[src/rtl/gpio_arb_pkg.sv]
// Shared types and helpers for the GPIO host arbiter.
//   dev_req_t : one request as seen on the gpio device port (32-bit addr/wdata, 4 byte enables).
//   rr_next   : round-robin pointer update used by rr_arbiter.
package gpio_arb_pkg;

  localparam int unsigned DevAddrWidth = 32;
  localparam int unsigned DevDataWidth = 32;
  localparam int unsigned DevBeWidth   = 4;

  typedef struct packed {
    logic [DevAddrWidth-1:0] addr;
    logic                    we;
    logic [DevBeWidth-1:0]   be;
    logic [DevDataWidth-1:0] wdata;
  } dev_req_t;

  // Next priority pointer: one past the winner, wrapping at n; unchanged when nobody won.
  function automatic int unsigned rr_next(int unsigned ptr, int unsigned gnt, logic gnt_vld,
                                          int unsigned n);
    int unsigned nxt;
    if (!gnt_vld) begin
      nxt = ptr;
    end else if (gnt + 32'd1 >= n) begin
      nxt = 32'd0;
    end else begin
      nxt = gnt + 32'd1;
    end
    return nxt;
  endfunction

endpackage

[src/rtl/rr_arbiter.sv]
// Generic round-robin arbiter with a registered priority pointer.
//   clk_i, rst_ni : clock, asynchronous active-low reset (pointer returns to 0)
//   req_i         : request per requester
//   gnt_o         : one-hot grant, combinational from req_i and the pointer
//   gnt_idx_o     : index of the granted requester (0 when none)
//   gnt_vld_o     : at least one request present
module rr_arbiter
  import gpio_arb_pkg::*;
#(
  parameter int unsigned N    = 2,
  parameter int unsigned IdxW = (N > 1) ? $clog2(N) : 1
) (
  input  logic            clk_i,
  input  logic            rst_ni,
  input  logic [N-1:0]    req_i,
  output logic [N-1:0]    gnt_o,
  output logic [IdxW-1:0] gnt_idx_o,
  output logic            gnt_vld_o
);

  localparam int unsigned SumW = IdxW + 1;

  logic [IdxW-1:0] ptr_q;
  logic [IdxW-1:0] ptr_d;
  logic [SumW-1:0] sum_s;
  logic [IdxW-1:0] cand_s;
  logic [IdxW-1:0] idx_s;
  logic            found_s;

  // Scan from the pointer upward; the wrap is done by subtraction so a non-power-of-two N
  // never produces an index >= N.
  always_comb begin
    sum_s   = '0;
    cand_s  = '0;
    idx_s   = '0;
    found_s = 1'b0;
    for (int unsigned off = 0; off < N; off++) begin
      sum_s   = {1'b0, ptr_q} + SumW'(off);
      cand_s  = (sum_s >= SumW'(N)) ? IdxW'(sum_s - SumW'(N)) : IdxW'(sum_s);
      idx_s   = (req_i[cand_s] && !found_s) ? cand_s : idx_s;
      found_s = found_s | req_i[cand_s];
    end
  end

  // One-hot grant from the winning index.
  always_comb begin
    gnt_o        = '0;
    gnt_o[idx_s] = found_s;
  end

  assign gnt_idx_o = idx_s;
  assign gnt_vld_o = found_s;
  assign ptr_d     = IdxW'(rr_next(32'(ptr_q), 32'(idx_s), found_s, N));

  // Priority pointer register.
  always_ff @(posedge clk_i or negedge rst_ni) begin
    if (!rst_ni) begin
      ptr_q <= '0;
    end else begin
      ptr_q <= ptr_d;
    end
  end

endmodule

[src/rtl/gpio_host_arbiter.sv]
// Shares one gpio device port between NumHosts bus hosts.
//   clk_i, rst_ni      : clock, asynchronous active-low reset
//   host_*_i           : per-host request (req/addr/we/be/wdata), held stable until granted
//   host_gnt_o         : one-hot grant, same cycle as the accepted request
//   host_rvalid_o/rdata: device response steered to the host that issued the request
//   device_*_o         : request of the granted host ('0 when idle)
//   device_rvalid_i/rdata_i : gpio response, RspLatency cycles after device_req_o
//   rsp_err_o          : registered 1-cycle pulse when rvalid and the oldest pending slot disagree
module gpio_host_arbiter
  import gpio_arb_pkg::*;
#(
  parameter int unsigned NumHosts   = 2,
  parameter int unsigned AddrWidth  = 32,
  parameter int unsigned DataWidth  = 32,
  parameter int unsigned RspLatency = 1
) (
  input  logic                                clk_i,
  input  logic                                rst_ni,
  input  logic [NumHosts-1:0]                 host_req_i,
  input  logic [NumHosts-1:0][AddrWidth-1:0]  host_addr_i,
  input  logic [NumHosts-1:0]                 host_we_i,
  input  logic [NumHosts-1:0][3:0]            host_be_i,
  input  logic [NumHosts-1:0][DataWidth-1:0]  host_wdata_i,
  output logic [NumHosts-1:0]                 host_gnt_o,
  output logic [NumHosts-1:0]                 host_rvalid_o,
  output logic [NumHosts-1:0][DataWidth-1:0]  host_rdata_o,
  output logic                                device_req_o,
  output logic [AddrWidth-1:0]                device_addr_o,
  output logic                                device_we_o,
  output logic [3:0]                          device_be_o,
  output logic [DataWidth-1:0]                device_wdata_o,
  input  logic                                device_rvalid_i,
  input  logic [DataWidth-1:0]                device_rdata_i,
  output logic                                rsp_err_o
);

  localparam int unsigned IdW = $clog2(NumHosts);

  logic [IdW-1:0]                  gnt_idx_s;
  logic                            gnt_vld_s;
  dev_req_t                        dev_req_s;
  logic [RspLatency-1:0]           trk_vld_q;
  logic [RspLatency-1:0][IdW-1:0]  trk_id_q;
  logic                            last_vld_s;
  logic [IdW-1:0]                  last_id_s;
  logic                            rsp_err_q;

  rr_arbiter #(
    .N    (NumHosts),
    .IdxW (IdW)
  ) u_rr_arbiter (
    .clk_i     (clk_i),
    .rst_ni    (rst_ni),
    .req_i     (host_req_i),
    .gnt_o     (host_gnt_o),
    .gnt_idx_o (gnt_idx_s),
    .gnt_vld_o (gnt_vld_s)
  );

  // Forward the granted host's request fields; all zero when nobody requests.
  always_comb begin
    dev_req_s = '0;
    if (gnt_vld_s) begin
      dev_req_s.addr  = DevAddrWidth'(host_addr_i[gnt_idx_s]);
      dev_req_s.we    = host_we_i[gnt_idx_s];
      dev_req_s.be    = host_be_i[gnt_idx_s];
      dev_req_s.wdata = DevDataWidth'(host_wdata_i[gnt_idx_s]);
    end else begin
      dev_req_s = '0;
    end
  end

  assign device_req_o   = gnt_vld_s;
  assign device_addr_o  = AddrWidth'(dev_req_s.addr);
  assign device_we_o    = dev_req_s.we;
  assign device_be_o    = dev_req_s.be;
  assign device_wdata_o = DataWidth'(dev_req_s.wdata);

  // Pending tracker: one {valid, host id} slot per cycle of device latency, shifting every cycle.
  always_ff @(posedge clk_i or negedge rst_ni) begin
    if (!rst_ni) begin
      trk_vld_q <= '0;
      trk_id_q  <= '0;
    end else begin
      trk_vld_q[0] <= gnt_vld_s;
      trk_id_q[0]  <= gnt_idx_s;
      for (int i = 1; i < int'(RspLatency); i++) begin
        trk_vld_q[i] <= trk_vld_q[i-1];
        trk_id_q[i]  <= trk_id_q[i-1];
      end
    end
  end

  assign last_vld_s = trk_vld_q[RspLatency-1];
  assign last_id_s  = trk_id_q[RspLatency-1];

  // Steer the response to its issuer in the same cycle; unmatched responses are not forwarded.
  always_comb begin
    host_rvalid_o = '0;
    host_rdata_o  = '0;
    if (device_rvalid_i && last_vld_s) begin
      host_rvalid_o[last_id_s] = 1'b1;
      host_rdata_o[last_id_s]  = device_rdata_i;
    end else begin
      host_rvalid_o = '0;
      host_rdata_o  = '0;
    end
  end

  // Flag a spurious response or a missing one (expected slot without rvalid).
  always_ff @(posedge clk_i or negedge rst_ni) begin
    if (!rst_ni) begin
      rsp_err_q <= 1'b0;
    end else begin
      rsp_err_q <= device_rvalid_i ^ last_vld_s;
    end
  end

  assign rsp_err_o = rsp_err_q;

endmodule

[config.mk]
export PLATFORM = sky130hd
export DESIGN_NAME = gpio_host_arbiter
export DESIGN_NICKNAME = d
export VERILOG_FILES = /design/src/rtl/gpio_arb_pkg.sv /design/src/rtl/rr_arbiter.sv /design/src/rtl/gpio_host_arbiter.sv
export SDC_FILE = /design/constraint.sdc
export NUM_CORES = 1
export LEC_CHECK = 0
export BUFFER_PORTS_ARGS = -buffer_cell sky130_fd_sc_hd__buf_2
export CAP_MARGIN = 20
export CORE_AREA = 2 2 122 124
export CTS_BUF_LIST = sky130_fd_sc_hd__clkbuf_2
export CTS_CLUSTER_DIAMETER = 60
export DETAILED_ROUTE_END_ITERATION = 10
export DIE_AREA = 0 0 124 126
export PLACE_DENSITY = 0.45
export SYNTH_ARGS = -nofsm -noshare
export SYNTH_HDL_FRONTEND = slang
export SYNTH_SLANG_ARGS = --single-unit
[constraint.sdc]
create_clock -name clk_i -period 3.2 [get_ports clk_i]
set_input_delay 0.64 -clock clk_i [delete_from_list [all_inputs] [get_ports clk_i]]
set_output_delay 0.64 -clock clk_i [all_outputs]
set_load 0.05 [all_outputs]
==> impl_metrics.yaml <==
clock_tree:
  clock-sinks: 4
  cts_root_buf: "clkbuf_2"
  clk-insertion-delay-late_ns: 0.22
  h-tree-depth: 1
  cts_buffers: 3
  cts_resized: 0
  clk_pin_slew_ns: 0.07
  cts_buffer_depth: 2
  post-cts-setup-buffers: 0
  cts_tree: "built"
  hold_buffers: 0
floorplanning:
  start_util_pct: 10.3
  dieArea_sq_mm: 0.0156
  ios: 314
  dieHeight_um: 126
  coreArea_sq_mm: 0.0143
  row_count: 44
  die_w_um: 124
route:
  drc_errors: 0
  viasPerCell: 4.27
  drt_pass1_iterations: 5
  ant_nets: 0
  initialDrtViolationCount: 116
  wire_per_inst_um: 13.9
  vias: 2802
  routed_wl_um: 9100
worst_setup_path:
  start_kind: "flop"
  worstSetupEndpointType: "output pin"
  crit_type: "flop to output pin"
  r2r_slack_ns: 1.71
  critical_path_peak_fanout: 51
  rr_worst_depth: 3
  r2r-end: "last_id_s"
  reg2reg_from: "u_rr_arbiter.ptr_q"
  worstPathRequired_ns: 2.56
  cp.arrival_ns: 1.95
sta:
  rsz0062_at_grt: "false"
  drv_slew: 0
  timing.slew.headroom_pct: 65.2
  clock.fmax_mhz: 385
  fin_skew_ns: 0.0000186
  hold_viol: 0
  fin_crit_sh_pct: 81.1
  hold_ws_ns: 0.225
  setup_viol: 0
  setup_ws_ns: 0.605
  layout_min_cycle_time_ns: 2.59
  setup_tns_ns: 0
  worst_pin_slew_ns: 0.522
power:
  p_per_area_mw_per_mm2: 327
  vdd_drop_max_v: 0.000105
  p_leak_uw: 0.00194
finish:
  synthToLayoutAreaGrowth_pct: 116
  antenna_cells: 0
  final_area_sq_mm: 0.00320
  fin_util_pct: 22.4
  nets: 650
  layout_common_cells: "buf_2, a32o_1, and2_1, and3_1, buf_4"
  layout_commonest_cell: "buf_2"
  drive_above_1_share_pct: 69.5
logic_synthesis:
  synth_fp_nets: 356
  synth-seq-area-share_pct: 6.76
  synth-seq-cells: 4
  syn_area_per_cell_sq_um: 8.22
  synth_cells: 180
  yosysWarnings: 0
  syn_area_sq_mm: 0.00148
  synth_cell_types: 17
global_routing:
  grt_usage_pct: 9.92
  grt.overflow.total: 0
  grt_max_degree: 52
  grt_pass1_wl_um: 12200
  grt_pass1_vias: 2437
  antenna_found_initial: 0
place:
  gp_congestion: 0.752
  port_buffers: 313
  dpl.hpwl_um: 7590
  placed_cell_area_sq_mm: 0.00319
  place_ws_ns: 0.631
worst_hold_path:
  hp-class: "primary input to asynchronous set/reset pin"
run:
  drv_cap: 0
run_status:
  outcome: "completed"
==> critical path, stage by stage (launching register included) <==
cell and delay, ns:
dfrtp_1 0.46, nand2b_2 0.45, buf_12 0.28, a32o_1 0.22, buf_2 0.27
==> power by group <==
part	internal (uW)	total (uW)	leakage, uW	switching, uW
registers	55.4	60.0	0.0000455	4.51
clock network	25.4	52.6	0.0000125	27.1
logic	272	935	0.00188	663
==> synth_stat cells (all sizes together) <==
cell,n,area (sq um)
a21boi,1,11.3
a21oi,1,5.00
a32o,69,691
and2,34,213
and3,32,200
buf,18,160
clkbuf,14,55.1
dfrtp,4,100
ha,1,12.5
nand2,1,3.75
nand2b,1,6.26
nor2,2,7.51
nor2b,1,8.76
or2,1,6.26
==> cell families (layout without fill, tap and decap cells) <==
| logic type | after synthesis | count (layout) | synth area share [%] |
|---|---|---|---|
| AND/OR/NAND/NOR | 72 | 72 | 30.1 |
| AO/OA/AOI/OAI | 71 | 71 | 47.8 |
| buffers and inverters | 32 | 324 | 14.5 |
| flip-flops | 4 | 4 | 6.76 |
| adder cells (fa/ha/maj) | 1 | 1 | 0.845 |
==> worst max path at each step <==
stage                        from                  to  slack (ns)  cells after the start
6_report       u_rr_arbiter.ptr_q  device_wdata_o[24]        0.61                      4
3_3_place_gp        host_req_i[0]  device_wdata_o[23]        0.67                      5
3_5_place_dp        host_req_i[0]  device_wdata_o[23]        0.63                      5
4_1_cts        u_rr_arbiter.ptr_q  device_wdata_o[23]        0.58                      4
5_1_grt        u_rr_arbiter.ptr_q  device_wdata_o[24]        0.47                      4
2_1_floorplan     device_rvalid_i    host_rdata_o[22]        0.70                      4
==> area by class of cell <==
cell class                 instances  area, sq um
sequential                         4          100
tap                              184          230
clock buffer                       3         15.0
fill                            1596        11100
timing repair buffer             321         1680
multi-input combinational        144         1170
==> metal layers <==
metal | vias to the layer above | share of wire, % | GRT usage, % | wire, um
met5 | - | 0 | 0 | 0
met4 | 0 | 0.44 | 1.19 | 40
met3 | 2 | 11 | 2.13 | 1010
met2 | 210 | 56 | 21.3 | 5110
met1 | 1256 | 32 | 9.42 | 2940
li1 | 1334 | - | - | -
==> stage by stage <==
stage | power [uW] | instances
floorplan | 751 | 180
detailed placement | 999 | 653
global route | 1100 | 656
finish | 1050 | 656
global placement | 995 | 653
CTS | 1060 | 656
==> sequential cells by signal, indices dropped and copies added, names as in the netlist <==
register / flops
u_rr_arbiter.ptr_q: 1
last_vld_s: 1
last_id_s: 1
rsp_err_o: 1
(Power assumes the default switching activity.)
